--- src/rtl/multicycle_controller.sv ---
// ============================================================================
// Module   : multicycle_controller
// Purpose  : RV32I multicycle main controller (FSM + ImmSrc decode).
// Revision : 1.0 - initial release
// ============================================================================
`default_nettype none

module multicycle_controller #(
    parameter int MEM_HANDSHAKE = 1,
    parameter int M_EXT         = 0
) (
    input  logic       clk,
    input  logic       reset,
    input  logic [6:0] op,
    input  logic [2:0] funct3,
    input  logic       funct7_b0,
    input  logic       Zero,
    input  logic       ALUR31,
    input  logic       mem_ready,
    input  logic       mul_done,
    output logic       PCWrite,
    output logic       IRWrite,
    output logic       RegWrite,
    output logic       MemWrite,
    output logic       AdrSrc,
    output logic [1:0] ALUSrcA,
    output logic [1:0] ALUSrcB,
    output logic [1:0] ResultSrc,
    output logic [1:0] ALUOp,
    output logic [2:0] ImmSrc,
    output logic       mem_req,
    output logic       mul_start,
    output logic       illegal,
    output logic       instr_retired
);

    typedef enum logic [3:0] {
        S_FETCH    = 4'd0,
        S_DECODE   = 4'd1,
        S_MEMADR   = 4'd2,
        S_MEMREAD  = 4'd3,
        S_MEMWB    = 4'd4,
        S_MEMWRITE = 4'd5,
        S_EXECR    = 4'd6,
        S_EXECI    = 4'd7,
        S_ALUWB    = 4'd8,
        S_BRANCH   = 4'd9,
        S_JAL      = 4'd10,
        S_JALR     = 4'd11,
        S_LUIWB    = 4'd12,
        S_MULSTART = 4'd13,
        S_MULWAIT  = 4'd14,
        S_TRAP     = 4'd15
    } state_t;

    localparam logic [6:0] c_OP_LOAD   = 7'b0000011;
    localparam logic [6:0] c_OP_STORE  = 7'b0100011;
    localparam logic [6:0] c_OP_RTYPE  = 7'b0110011;
    localparam logic [6:0] c_OP_ITYPE  = 7'b0010011;
    localparam logic [6:0] c_OP_BRANCH = 7'b1100011;
    localparam logic [6:0] c_OP_JAL    = 7'b1101111;
    localparam logic [6:0] c_OP_JALR   = 7'b1100111;
    localparam logic [6:0] c_OP_LUI    = 7'b0110111;
    localparam logic [6:0] c_OP_AUIPC  = 7'b0010111;

    state_t state_q, state_d;
    logic   w_ready;
    logic   w_take_branch;
    logic   w_branch_legal;

    assign w_ready        = (MEM_HANDSHAKE != 0) ? mem_ready : 1'b1;
    assign w_branch_legal = (funct3[2:1] != 2'b01);

    always_comb begin
        w_take_branch = 1'b0;
        case (funct3)
            3'b000:          w_take_branch = Zero;
            3'b001:          w_take_branch = ~Zero;
            3'b100, 3'b110:  w_take_branch = ALUR31;
            3'b101, 3'b111:  w_take_branch = ~ALUR31;
            default:         w_take_branch = 1'b0;
        endcase
    end

    always_comb begin
        ImmSrc = 3'b000;
        case (op)
            c_OP_STORE:              ImmSrc = 3'b001;
            c_OP_BRANCH:             ImmSrc = 3'b010;
            c_OP_JAL:                ImmSrc = 3'b011;
            c_OP_LUI, c_OP_AUIPC:    ImmSrc = 3'b100;
            default:                 ImmSrc = 3'b000;
        endcase
    end

    always_ff @(posedge clk) begin
        if (reset) state_q <= S_FETCH;
        else       state_q <= state_d;
    end

    always_comb begin
        state_d       = state_q;
        PCWrite       = 1'b0;
        IRWrite       = 1'b0;
        RegWrite      = 1'b0;
        MemWrite      = 1'b0;
        AdrSrc        = 1'b0;
        ALUSrcA       = 2'b00;
        ALUSrcB       = 2'b00;
        ResultSrc     = 2'b00;
        ALUOp         = 2'b00;
        mem_req       = 1'b0;
        mul_start     = 1'b0;
        illegal       = 1'b0;
        instr_retired = 1'b0;
        case (state_q)
            S_FETCH: begin
                mem_req   = 1'b1;
                ALUSrcB   = 2'b10;
                ResultSrc = 2'b10;
                IRWrite   = w_ready;
                PCWrite   = w_ready;
                if (w_ready) state_d = S_DECODE;
            end
            S_DECODE: begin
                // Precompute PC-relative target into ALUOut for branch/jal.
                ALUSrcA = 2'b01;
                ALUSrcB = 2'b01;
                case (op)
                    c_OP_LOAD, c_OP_STORE: state_d = S_MEMADR;
                    c_OP_RTYPE:  state_d = ((M_EXT != 0) && funct7_b0) ? S_MULSTART : S_EXECR;
                    c_OP_ITYPE, c_OP_AUIPC: state_d = S_EXECI;
                    c_OP_BRANCH: state_d = S_BRANCH;
                    c_OP_JAL:    state_d = S_JAL;
                    c_OP_JALR:   state_d = S_JALR;
                    c_OP_LUI:    state_d = S_LUIWB;
                    default:     state_d = S_TRAP;
                endcase
            end
            S_MEMADR: begin
                ALUSrcA = 2'b10;
                ALUSrcB = 2'b01;
                state_d = (op == c_OP_LOAD) ? S_MEMREAD : S_MEMWRITE;
            end
            S_MEMREAD: begin
                mem_req = 1'b1;
                AdrSrc  = 1'b1;
                if (w_ready) state_d = S_MEMWB;
            end
            S_MEMWB: begin
                ResultSrc     = 2'b01;
                RegWrite      = 1'b1;
                instr_retired = 1'b1;
                state_d       = S_FETCH;
            end
            S_MEMWRITE: begin
                mem_req       = 1'b1;
                AdrSrc        = 1'b1;
                MemWrite      = w_ready;
                instr_retired = w_ready;
                if (w_ready) state_d = S_FETCH;
            end
            S_EXECR: begin
                ALUSrcA = 2'b10;
                ALUOp   = 2'b10;
                state_d = S_ALUWB;
            end
            S_EXECI: begin
                // auipc reuses this state but adds the immediate to OldPC.
                if (op == c_OP_AUIPC) begin
                    ALUSrcA = 2'b01;
                    ALUOp   = 2'b00;
                end else begin
                    ALUSrcA = 2'b10;
                    ALUOp   = 2'b10;
                end
                ALUSrcB = 2'b01;
                state_d = S_ALUWB;
            end
            S_ALUWB: begin
                RegWrite      = 1'b1;
                instr_retired = 1'b1;
                state_d       = S_FETCH;
            end
            S_BRANCH: begin
                ALUSrcA       = 2'b10;
                ALUOp         = 2'b01;
                PCWrite       = w_take_branch;
                instr_retired = w_branch_legal;
                state_d       = w_branch_legal ? S_FETCH : S_TRAP;
            end
            S_JAL: begin
                ALUSrcA = 2'b01;
                ALUSrcB = 2'b10;
                PCWrite = 1'b1;
                state_d = S_ALUWB;
            end
            S_JALR: begin
                ALUSrcA = 2'b10;
                ALUSrcB = 2'b01;
                state_d = S_JAL;
            end
            S_LUIWB: begin
                ResultSrc     = 2'b11;
                RegWrite      = 1'b1;
                instr_retired = 1'b1;
                state_d       = S_FETCH;
            end
            S_MULSTART: begin
                mul_start = 1'b1;
                state_d   = S_MULWAIT;
            end
            S_MULWAIT: begin
                if (mul_done) begin
                    RegWrite      = 1'b1;
                    ResultSrc     = 2'b10;
                    instr_retired = 1'b1;
                    state_d       = S_FETCH;
                end
            end
            S_TRAP: begin
                illegal = 1'b1;
            end
            default: state_d = S_FETCH;
        endcase

        // Reset suppresses every side effect, whatever state we are in.
        if (reset) begin
            PCWrite       = 1'b0;
            IRWrite       = 1'b0;
            RegWrite      = 1'b0;
            MemWrite      = 1'b0;
            mem_req       = 1'b0;
            mul_start     = 1'b0;
            instr_retired = 1'b0;
        end
    end

endmodule

`default_nettype wire
--- config.mk ---
export PLATFORM = sky130hd
export DESIGN_NAME = multicycle_controller
export DESIGN_NICKNAME = d
export VERILOG_FILES = /design/src/rtl/multicycle_controller.sv
export SDC_FILE = /design/constraint.sdc
export NUM_CORES = 1
export LEC_CHECK = 0
export CORE_MARGIN = 2
export CORE_UTILIZATION = 36
export CTS_CLUSTER_DIAMETER = 30
export CTS_CLUSTER_SIZE = 14
export DETAILED_ROUTE_END_ITERATION = 16
export PLACE_DENSITY = 0.72
export SYNTH_ARGS = -nofsm -noshare
export SYNTH_HDL_FRONTEND = slang
export SYNTH_SLANG_ARGS = --single-unit
--- constraint.sdc ---
create_clock -name clk -period 1.3 [get_ports clk]
set_input_delay 0.13 -clock clk [delete_from_list [all_inputs] [get_ports clk]]
set_output_delay 0.13 -clock clk [all_outputs]
set_load 0.05 [all_outputs]
==> results of run 1 <==
kinds of logic after synthesis:
group,after synthesis,synth area share [%]
and+or+nand+nor,71,41.8
AOI/OAI and AO/OA,42,32.2
buffers and inverters,18,11.0
xor gates and xnor gates,5,4.88
DFF,4,8.91
muxes,1,1.25
stage by stage:
stage | cell area [um2] | hold slack, ns | cells
global placement | 2070 | 0.783 | 256
detailed placement | 2070 | 0.784 | 256
floorplan | 1150 | 0.329 | 141
cell usage after synthesis (all sizes together) (4+ instances only):
master	n
dfxtp	4
nand2	14
nor2b	4
buf	11
nor3	11
nor2	20
nand3	6
inv	5
a21oi	15
o21ai	6
a31oi	4
==> metrics.txt, run 1 <==
status aborted with a tool error; Fail Step 4_1_cts; Run Error [ERROR DPL-0038] Utilization greater than 100%, impossible to legalize; Die Wd 54.0 um; DP HPWL 3.12 mm; RePlAce Congestion 0.887; Port Buffers 35; Cells after Synth 141; Die Height roughly 54 um; cts bufs inserted 3; Synth Net Count ~160; synthesized cell area 898 um2; number of synthesized flops with an enable pin 0; pre-CTS setup slack -0.604 ns; asr flop ratio synth 0%; ys flop type dfxtp_1; Synth Warn # 0; Area contributors post-synth dfxtp_1 8.9%, a21oi_1 8.4%, nor2_1 7.1%, nor3_1 6.1%, nand2_1 5.8%; area share of the leading cell type in the synthesized netlist just under 9%; CTS Hold Bufs 0; Post-CTS Setup Inserts 16; clock tree buffer depth 2; number of core rows 18; Clock Sinks 4; flops & latches, synth 4; initial cell density of the core 37.3%; cts repair resizes 85; H-tree levels 1; count of cell types in the netlist 48; syn_area_per_cell between 6 and 7 um2; post-synthesis sequential area ratio 8.91%; post-synth top area cell dfxtp_1; IO Pins 37; Root Buffer clkbuf_4
==> run 2: changes to the inputs <==
CORE_UTILIZATION = 21   (was 36)
CTS_CLUSTER_DIAMETER = unset   (was 30)
CTS_CLUSTER_SIZE = unset   (was 14)
PLACE_DENSITY = unset   (was 0.72)
PLACE_DENSITY_LB_ADDON = 0.15   (was unset)
clock period = 1.7 ns   (was 1.3 ns; I/O delays follow)
==> metrics.txt, run 2 <==
Pwr Density 1340 nW/um2; Worst Skew 0.00245 ns; pre-CTS setup slack -0.198 ns (+0.405 ns); count of cell types in the netlist 48 (unchanged); Clock Sinks 4 (unchanged); R2R setup slack 0.12 ns; Final WS setup -0.00849 ns; RePlAce Congestion 0.838 (-5.5%); worst path cell trace inv_2 -> buf_6 -> a31oi_1 -> o22a_1 -> a2111oi_4 -> buf_12; RSZ-0062 raised after global routing true; Worst Path Arrival 1.54 ns; biggest regs state_q: 4 flops; Setup CP Type reg -> out; Worst Tran Pin Value 0.331 ns; Die Height 69.4 um (+29%); final hold slack 0.595 ns; delay of the slowest critical-path stage approximately 0.32 ns; area share of the leading cell type in the synthesized netlist 8.91% (unchanged); Final #Nets 235; Period minus WS final 1.71 ns; commonest non-fill, non-tap cell in the layout buf_4; post-synth top area cell dfxtp_1; flops & latches, synth 4 (unchanged); Synth Warn # 0 (unchanged); Setup crit end kind output port; Final Setup Violations 1; TritonCTS clock tree yes; Port Buffers 35 (unchanged); initial antenna violation count 0; Die Area between 4000 and 5000 um2; Vias approximately 1300; most frequent cells in the layout 44 x buf_4, 18 x buf_12, 16 x nor2_1; max cap viols 0; drt initial violations 53; Vias per Instance a little under 5; Final Slew Violations 0; number of core rows 23 (+5); post-synthesis sequential area ratio 8.91% (unchanged); IO Pins 37 (unchanged); Max Fanout on Critical Path 4; Hold Fails Final Rpt 0; final worst-path cycle share 100%; most instantiated library cell after synthesis nor2_1; Cells after Synth 141 (unchanged); Fillers 384; fin cells 266; number of synthesized flops with an enable pin 0 (unchanged); Most flops, register state_q; ys flop type dfxtp_1; Peak VDD IR 0.573 mV; Sum Neg Setup Slack -0.00849 ns; CTS Hold Bufs 0 (unchanged); drc violations 0; Worst R2R End state_q[2]; ANT nets after route 0; Total Power 2.69 mW; H-tree levels 1 (unchanged); Core Box Area 4060 um2; WL final 3.49 mm; static leakage 0.825 nW; drt first pass iters 4; Rel. slew slack 77.8%; Clock transition at path regs 0.03 ns; Clk Latency, worst-skew pair 0.22 ns; syn_area_per_cell 6.37 um2 (unchanged); R2R depth 5; Area contributors post-synth dfxtp_1 8.9%, a21oi_1 8.4%, nor2_1 7.1%, nor3_1 6.1%, nand2_1 5.8%; Min-Delay Endpoint state_q[1]; asr flop ratio synth 0% (unchanged); Root Buffer clkbuf_8; Crit-path slowest cell dfxtp_2; vias in the first global route 1269; CP startpoint kind register; Die Wd 69.4 um (+29%); R2R Path Start state_q[0]; Hold WC Path Type in -> reg; All-Layer GR Usage 14.6%; initial cell density of the core 22.1% (-15 points); synthesis-to-finish area growth 123%; DP HPWL 2.89 mm (-7.3%); status finished, violations left; DP Cell Count 258 (+0.78%); Worst Hold Launch mem_ready; first-pass GRT wire length 5.87 mm; most frequent cells after synthesis 17 x nor2_1, 15 x a21oi_1, 14 x nand2_1; grt ovf 0; CP required 1.53 ns; fmax 585 MHz; clock tree buffer depth 2 (unchanged); diode count 0; pin count of the biggest net entering global routing 13; max reg flops 4; share of cells above drive strength 1 50.5%; Routed WL per cell 13.1 um; failing checks setup timing; WHS Path Cells 5; synthesized cell area 898 um2 (unchanged); cts bufs inserted 3 (unchanged); Synth Net Count 158 (unchanged)
-- run 2: report_power, final --
part	switching, mW	internal (mW)
clock network	0.0536	0.151
logic	1.21	1.09
registers	0.0439	0.137
total	1.31	1.38
-- run 2: timing repair --
| action | 4_1_cts | 5_1_grt |
|---|---|---|
| endpoints found under the setup margin | 12 | 8 |
| pin swaps | 9 | 5 |
| gates cloned | 0 | 0 |
| resized for setup | 34 | 9 |
| setup buffers | 2 | 3 |
-- run 2: stage by stage --
| step | cell area, um2 | utilization, % |
|---|---|---|
| floorplan | 962 | - |
| global placement | 1800 | 44.2 |
| detailed placement | 1800 | 44.2 |
| CTS | 1950 | 48.0 |
| global route | 2010 | 49.5 |
| finish | 2010 | 49.5 |
-- run 2: cell families (layout without fill, tap and decap cells) --
kind of cell           count (synthesis)  after routing  share of synthesized area [%]
AND/OR/NAND/NOR                       71             71                           41.8
AO/OA/AOI/OAI                         42             42                           32.2
buffers and inverters                 18             93                           11.0
XOR/XNOR                               5              5                           4.88
flip-flops                             4              4                           8.91
multiplexers                           1              1                           1.25
-- run 2: worst max path at each step --
stage | from | to | slack, ns | cells after the start
2_1_floorplan | state_q[2] | IRWrite | -0.36 | 4
3_3_place_gp | funct3[1] | instr_retired | -0.18 | 7
3_5_place_dp | op[3] | ALUSrcA[0] | -0.20 | 6
4_1_cts | state_q[3] | instr_retired | -0.008 | 6
5_1_grt | state_q[1] | IRWrite | -0.07 | 7
6_report | state_q[3] | instr_retired | -0.008 | 6
-- run 2: cell type report --
class	instances	area, um2	area share (%)
clock buffers	3	41.3	2.06
inverters	5	18.8	0.935
multi-input cells	119	870	43.3
flip-flops and latches	4	90.1	4.49
well taps	50	62.6	3.12
repair buffers	85	925	46.1
-- run 2: critical path: cells and delay by family, from the launching register on --
kind | cells | cell delay, ns
buffers and inverters | 3 | 0.42
DFF | 1 | 0.32
AOI/OAI and AO/OA | 3 | 0.57
-- run 2: metal layers --
metal / up-vias / track usage, % / share of wire (%)
met5: - / 0 / 0
met4: 0 / 3.92 / 0.40
met3: 2 / 1.45 / 3.4
met2: 26 / 27.6 / 53
met1: 619 / 17.3 / 43
li1: 668 / - / -
(Power assumes the default switching activity.)
==> run 3: changes to the inputs <==
CORE_MARGIN = 8   (was 2)
PLACE_DENSITY_LB_ADDON = unset   (was 0.15)
==> metrics.txt, run 3 (synthesis results as in run 2) <==
status finished, violations left; failing checks setup timing; static leakage 0.842 nW (+2.0%); Clk Latency, worst-skew pair 0.22 ns (about the same); max reg flops 4 (unchanged); IO Pins 37 (unchanged); max cap viols 0 (unchanged); Worst R2R End state_q[2]; Period minus WS final 1.73 ns (+0.0243 ns); RePlAce Congestion 0.899 (+7.2%); Clk pwr share 7.4% (-0.2 points); Vias 1343 (+2.1%); Most flops, register state_q; R2R depth 8 (+3); initial cell density of the core 22.1% (unchanged); Worst Skew 0.00489 ns (+0.00244 ns); Hold Fails Final Rpt 0 (unchanged); H-tree levels 1 (unchanged); Rel. slew slack 76.2% (-1.6 points); Clock transition at path regs 0.03 ns (about the same); synthesis-to-finish area growth 126%; drt initial violations 61 (+15%); pre-CTS setup slack -0.195 ns (+0.00362 ns); WHS Path Cells 7 (+2); biggest regs state_q: 4 flops; initial antenna violation count 0 (unchanged); fin cells 268 (+0.75%); switching part of the total 48.9% (+0.29 points); ANT nets after route 0 (unchanged); Min-Delay Endpoint state_q[3]; Die Area 6630 um2 (+38%); Hold WC Path Type in -> reg; final worst-path cycle share 102% (+1.4 points); All-Layer GR Usage 10.5% (-4.1 points); Worst Tran Pin Value 0.354 ns (+0.0239 ns); cts bufs inserted 3 (unchanged); Power Internal 1.39 mW (+1.0%); R2R Path Start state_q[1]; R2R setup slack 0.11 ns (about the same); CTS Hold Bufs 0 (unchanged); WL final 3.65 mm (+4.5%); clock tree buffer depth 2 (unchanged); RSZ-0062 raised after global routing true; drc violations 0 (unchanged); Routed WL per cell 13.6 um (+3.7%); CP startpoint kind register; Util after Layout 50.1% (+0.65 points); Worst Hold Launch mul_done; Psw 1.34 mW (+2.2%); Core Box Area 4060 um2 (unchanged); DP HPWL 2.74 mm (-5.2%); Worst Path Arrival 1.56 ns (+0.02 ns); Peak VDD IR 1.24 mV (+120%); number of core rows 23 (unchanged); share of cells above drive strength 1 51.8% (+1.4 points); Die Height 81.4 um (+17%); sequential power share 8.2% (+1.5 points); final hold slack 0.639 ns (+0.0439 ns); Final Setup Violations 3 (+2); most frequent cells in the layout 46 x buf_4, 18 x buf_12, 15 x nor2_1; commonest non-fill, non-tap cell in the layout buf_4; fmax 577 MHz (-1.4%); Setup crit end kind output port; Vias per Instance 5.01 (+1.4%); Final Slew Violations 0 (unchanged); TritonCTS clock tree yes; drt first pass iters 4 (unchanged); CP required 1.53 ns (about the same); Pwr Density 1340 nW/um2 (+0.29%); Root Buffer clkbuf_8; Die Wd 81.4 um (+17%); DP Cell Count 255 (-1.2%); vias in the first global route 1282 (+1.0%); Port Buffers 35 (unchanged); Max Fanout on Critical Path 6 (+2); pin count of the biggest net entering global routing 15 (+2); grt ovf 0 (unchanged); Final #Nets 237 (+0.85%); Clock Sinks 4 (unchanged); Comb pwr share 84.4% (-1.2 points); diode count 0 (unchanged); Setup CP Type reg -> out; Final WS setup -0.0328 ns (-0.0243 ns); first-pass GRT wire length 5.71 mm (-2.6%)
[run 3: metrics by stage]
stage	TNS, ns	instance area (um2)	total power, mW
after floorplan	-1.84	962	1.32
after global placement	-0.736	1790	2.21
after detailed placement	-0.783	1790	2.20
after CTS	-0.0249	1890	2.49
after global routing	-0.289	2030	2.88
final	-0.0579	2030	2.73
[run 3: worst max-delay path, stage by stage (launching register included)]
cell	delay, ns
dfxtp_4	0.40
clkbuf_2	0.18
nand2_1	0.10
a21oi_1	0.13
a31oi_1	0.05
nor3_1	0.21
buf_4	0.15
buf_12	0.12
[run 3: cell type report]
| type | instances | area [um2] |
|---|---|---|
| tap | 50 | 62.6 |
| timing repair buffer | 87 | 947 |
| sequential | 4 | 95.1 |
| clock buffer | 3 | 41.3 |
| inverter | 5 | 21.3 |
| multi-input combinational | 119 | 866 |
| fill | 381 | 2020 |
[run 3: how the worst max path moves through the flow]
stage                     from             to  slack (ns)  cells past startpoint
detailed placement       op[3]     ALUSrcA[0]       -0.19                      6
floorplan           state_q[2]        IRWrite       -0.36                      4
finish              state_q[1]        PCWrite       -0.03                      7
CTS                 state_q[3]  instr_retired       -0.02                      6
global route        state_q[1]        PCWrite       -0.11                      7
global placement         op[3]     ALUSrcA[0]       -0.18                      6
[run 3: power by group through the flow]
stage                     combinational, mW  clock, mW  sequential [mW]
after floorplan                        1.18          0            0.136
after global placement                 2.00          0            0.203
final                                  2.30      0.201            0.223
after detailed placement               2.00          0            0.201
after CTS                              2.07      0.202            0.216
after global routing                   2.44      0.214            0.226
[run 3: what timing repair did]
item / CTS / global route
endpoints found under the setup margin: 15 / 8
setup buffers: 2 / 8
pin swaps: 8 / 8
gates resized for setup: 24 / 22
[run 3: layer usage]
metal | share of wire, % | vias to the layer above | track usage (%)
met4 | 0.74 | 0 | 2.68
met2 | 47 | 54 | 16.6
met3 | 7.4 | 2 | 2.76
met5 | 0 | - | 0
li1 | - | 668 | -
met1 | 45 | 619 | 13.7
==> run 4: changes to the inputs <==
TNS_END_PERCENT = 100   (was unset)
==> results of run 4 <==
The final DEF is identical to that of run 3; final timing and power are the same.
==> RTL change 1, RTL diff (settings of run 2) <==
Make the reset (`reset`) asynchronous in one clocked block.
--- a/src/rtl/multicycle_controller.sv
+++ b/src/rtl/multicycle_controller.sv
@@ -93,7 +93,7 @@
         endcase
     end
 
-    always_ff @(posedge clk) begin
+    always_ff @(posedge clk or posedge reset) begin
         if (reset) state_q <= S_FETCH;
         else       state_q <= state_d;
     end
Formal check against the unedited RTL: differs if reset is asserted again (counterexample within 4 cycles, from zero or initial values and one cycle with reset high); with reset held inactive, the same outputs for 10 cycles.
==> RTL change 1 against run 2 <==
The run still ends with setup timing left; synthesized cell count decreased by 5.0%; die area is 3.7% lower; total power increased by 29%; global-route usage rose by 2.2 points; sequential cell count stayed put; worst hold slack worse by 230 ps; routed wire length grew 3.5%; clock power is 2% higher; critical endpoint unchanged; fmax down 1.4%; synthesized area is 3.9% lower; largest power group unchanged; cell area is 1.3% higher; setup slack got worse by 25 ps.
==> RTL change 1: results <==
[critical_path]
r2r_end = state_q[0]$_DFFE_PP0P_
timing.reg2reg.setup_slack_ps = 20
arrival_ps = 1560
crit_start = state_q[1]$_DFFE_PP0P_
crit_fanout = 9
reg2regPathDepth = 5
crit_path_end = instr_retired
reg2reg_from = state_q[2]$_DFFE_PP0P_

[clocking]
clk_latency_ps = 220
tritoncts.num_buffers = 3
clkTransAtPathRegs_ps = 30

[status]
outcome = complete, but fails checks
violations = setup timing

[route]
drt_iter0_drc = 63
via_per_inst = 5.12
wl_per_cell_microns = 14.1
vias = 1310

[yosys]
ys_async_sr_fraction = 1.00
yosys.area.top_type = dfrtp_1
synth_common_cells = 20 x nor2_1, 11 x a21oi_1, 9 x nand2b_1
synth.area.top_cells = dfrtp_1 12%, nor2_1 8.7%, nand2b_1 6.5%
yosysWarningCount = 0
netlist_instances = 134
synth_top_flop_cell = dfrtp_1
seq_area_frac_synth = 0.116
syn_nets = 151
synth_cell_types = 42

[timing]
setup_viol = 6
tns_ps = -94.3
worst_slack_ps = -33.4
clock_skew_ps = 0.632
slew_headroom = 0.689

[global_route]
globalRouteMet3Util = 0.0230
grtUsageMet1 = 0.227
grt_usage = 0.168
met2_usage = 0.277
grt_pass1_wl_mm = 5.96

[finish]
reg_top3 = state_q: 4 flops
nets = 225
drive_above_1_share = 0.515

[placed_design]
dp_cells = 247
place.detailed.hpwl_mm = 2.83
dp_slack_ps = -161
gp_congestion = 0.872
portBuffers = 35

[pwr]
p_int_mw = 1.72
p_leak_nw = 0.827
peakVddDrop_uv = 756

[min_path]
worst_hold_path_type = input pin to async pin
## RTL change 1: critical path, cell delays in order (launching register included)
cell	delay (ps)
dfrtp_1	400
buf_4	210
a21oi_2	140
o21ai_2	90
a221oi_4	320
buf_12	170
## RTL change 1: power groups by stage
stage	Clock (mW)	Sequential (mW)	Combinational, mW
5_1_grt	0.220	0.220	3.21
4_1_cts	0.212	0.212	2.96
3_3_place_gp	0	0.209	2.71
2_1_floorplan	0	0.166	1.58
6_report	0.210	0.210	3.03
3_5_place_dp	0	0.202	2.73
## RTL change 1: cell type report
cell class                      instances  area, sq um
Clock buffer                            3         41.3
Fill cell                             381         1940
Inverter                                6         23.8
Multi-Input combinational cell        114          885
Sequential cell                         4          103
Tap cell                               50         62.6
Timing Repair Buffer                   79          918
## RTL change 1: through the flow
stage / utilization / area [sq um] / hold slack, ps
finish: 0.512 / 2030 / 367
global route: 0.512 / 2030 / 435
CTS: 0.500 / 1980 / 363
detailed placement: 0.455 / 1810 / 580
global placement: 0.455 / 1810 / 585
floorplan: - / 961 / -41.2
## RTL change 1: cell families after synthesis
group                     synth area share
buffers and inverters               0.0855
muxes                               0.0116
and+or+nand+nor                      0.388
xor gates and xnor gates            0.0406
AOI/OAI and AO/OA                    0.358
DFF                                  0.116
## RTL change 1: what timing repair did
action | in CTS | in global routing
pin swaps | 6 | 11
endpoints found under the setup margin | 12 | 16
gates resized for setup | 19 | 15
hold buffers | 0 | 0
cloned | 1 | 0
setup buffers | 5 | 0
## RTL change 1: per-layer routing
layer  wire length (microns)  part of all wire
met3                     145             0.040
met1                    1630              0.45
met4                      11            0.0030
met2                    1820              0.50
met5                       0                 0
==> RTL change 2, RTL diff (config.mk and constraints of run 2) <==
Without the edit above. Put a register stage on the output `instr_retired`, without a reset. The value now appears one clock later. The other outputs are not delayed to match.
--- a/src/rtl/multicycle_controller.sv
+++ b/src/rtl/multicycle_controller.sv
@@ -63,6 +63,8 @@
     localparam logic [6:0] c_OP_LUI    = 7'b0110111;
     localparam logic [6:0] c_OP_AUIPC  = 7'b0010111;
 
+    logic instr_retired_d;
+
     state_t state_q, state_d;
     logic   w_ready;
     logic   w_take_branch;
@@ -112,7 +114,7 @@
         mem_req       = 1'b0;
         mul_start     = 1'b0;
         illegal       = 1'b0;
-        instr_retired = 1'b0;
+        instr_retired_d = 1'b0;
         case (state_q)
             S_FETCH: begin
                 mem_req   = 1'b1;
@@ -150,14 +152,14 @@
             S_MEMWB: begin
                 ResultSrc     = 2'b01;
                 RegWrite      = 1'b1;
-                instr_retired = 1'b1;
+                instr_retired_d = 1'b1;
                 state_d       = S_FETCH;
             end
             S_MEMWRITE: begin
                 mem_req       = 1'b1;
                 AdrSrc        = 1'b1;
                 MemWrite      = w_ready;
-                instr_retired = w_ready;
+                instr_retired_d = w_ready;
                 if (w_ready) state_d = S_FETCH;
             end
             S_EXECR: begin
@@ -179,14 +181,14 @@
             end
             S_ALUWB: begin
                 RegWrite      = 1'b1;
-                instr_retired = 1'b1;
+                instr_retired_d = 1'b1;
                 state_d       = S_FETCH;
             end
             S_BRANCH: begin
                 ALUSrcA       = 2'b10;
                 ALUOp         = 2'b01;
                 PCWrite       = w_take_branch;
-                instr_retired = w_branch_legal;
+                instr_retired_d = w_branch_legal;
                 state_d       = w_branch_legal ? S_FETCH : S_TRAP;
             end
             S_JAL: begin
@@ -203,7 +205,7 @@
             S_LUIWB: begin
                 ResultSrc     = 2'b11;
                 RegWrite      = 1'b1;
-                instr_retired = 1'b1;
+                instr_retired_d = 1'b1;
                 state_d       = S_FETCH;
             end
             S_MULSTART: begin
@@ -214,7 +216,7 @@
                 if (mul_done) begin
                     RegWrite      = 1'b1;
                     ResultSrc     = 2'b10;
-                    instr_retired = 1'b1;
+                    instr_retired_d = 1'b1;
                     state_d       = S_FETCH;
                 end
             end
@@ -232,10 +234,14 @@
             MemWrite      = 1'b0;
             mem_req       = 1'b0;
             mul_start     = 1'b0;
-            instr_retired = 1'b0;
+            instr_retired_d = 1'b0;
         end
     end
 
+    always_ff @(posedge clk) begin
+        instr_retired <= instr_retired_d;
+    end
+
 endmodule
 
 `default_nettype wire
Check against the original RTL: not equivalent (a bounded check fails within 4 cycles, from zero or initial values and one cycle with reset high).
==> RTL change 2 against run 2 <==
Total power increased by 3.8%; routed wire length decreased by 8.0%; global-route usage about the same; cell count decreased by 7.1%; register-to-register slack improved by 110 ps; cell area decreased by 10%; via count decreased by 9.5%; synthesized area decreased by 1.3%; setup slack improved by 95 ps; sequential cell count increased by 1; clock skew decreased by 1.3 ps; largest power group unchanged; highest routed layer unchanged.
==> RTL change 2: results <==
[placed_design]
dp_cells = 243
place.detailed.hpwl_mm = 2.66
gp_congestion = 0.797
dp_slack_ps = -96.0

[global_route]
met2_usage = 0.239
globalRouteMet3Util = 0.0211
grt_pass1_vias = 1171
grt_pass1_wl_mm = 5.31
grt_usage = 0.146
grt_max_degree = 14

[critical_path]
reg2reg_from = state_q[2]$_SDFFE_PP0P_
critPathKind = input pin to output pin
crit_start = ALUR31
critical_path.max_stage_delay_ps = 410
slowest_stage = clkdlybuf4s50_1
cp_top_family = buffers and inverters
crit_fanout = 1

[clocking]
clk_path_buf_depth = 2
postCtsSetupRepairBufs = 0
cts_num_sinks = 5

[finish]
drive_above_1_share = 0.401
inv_count = 6
stdcell_count = 247
n_all_buffers = 65
clkCellAreaFrac = 0.0250
sh_seq_area = 0.0638
nFillCells = 412
nets = 215
multiInputGateArea_sq_um = 817
layout.nonclk_buf_frac = 0.411
n_clock_buffer = 4
reg_top3 = state_q: 4 flops, instr_retired: 1 flops
multi_input_gates = 117

[yosys]
syn_nets = 155
synth_common_cells = 23 x nor2_1, 17 x nand2_1, 11 x a21oi_1
synth-compound-area-share = 0.320
seq_area_frac_synth = 0.113
netlist_instances = 138
synth_cell_types = 46
synth-xor-area-share = 0.0494
synth.area.mux_share = 0.0113
synth.area.top_cells = dfxtp_1 11%, nor2_1 9.7%, nand2_1 7.2%

[route]
dr_wl_met3_microns = 120
routed_wirelength_mm = 3.21
wl_met1_mm = 1.48
via_per_inst = 4.82
wl_met2_mm = 1.59

[min_path]
min_from = op[4]

[timing]
worst_pin_slew_ps = 327
clock_skew_ps = 1.14

[pwr]
p_leak_nw = 0.748
peakVddDrop_uv = 565

[status]
outcome = finished, final reports clean
[RTL change 2: report_power, final]
group	switching [mW]	internal [mW]
Clock	0.0606	0.161
Combinational	1.24	1.05
Sequential	0.104	0.176
Total	1.40	1.38
[RTL change 2: through the flow]
| stage | instance area [sq um] | setup TNS [ps] |
|---|---|---|
| global placement | 1710 | -278 |
| detailed placement | 1710 | -403 |
| finish | 1800 | 0 |
| CTS | 1790 | 0 |
| global route | 1800 | 0 |
| floorplan | 971 | -184 |
[RTL change 2: repair_timing]
| item | in CTS | in global routing |
|---|---|---|
| setup endpoints to repair | 16 | 7 |
| gates resized for setup | 16 | 9 |
| pin swaps | 4 | 2 |
| hold endpoints to repair | 0 | 0 |
| gates cloned | 0 | 0 |
[RTL change 2: final timing paths]
check	to	slack (ps)	cells after the start
setup / recovery	PCWrite	90	7
hold / removal	state_q[1]$_SDFFE_PP0P_	580	6
setup reg to reg	state_q[2]$_SDFFE_PP0P_	230	6
hold reg to reg	instr_retired$_SDFF_PP0_	640	3
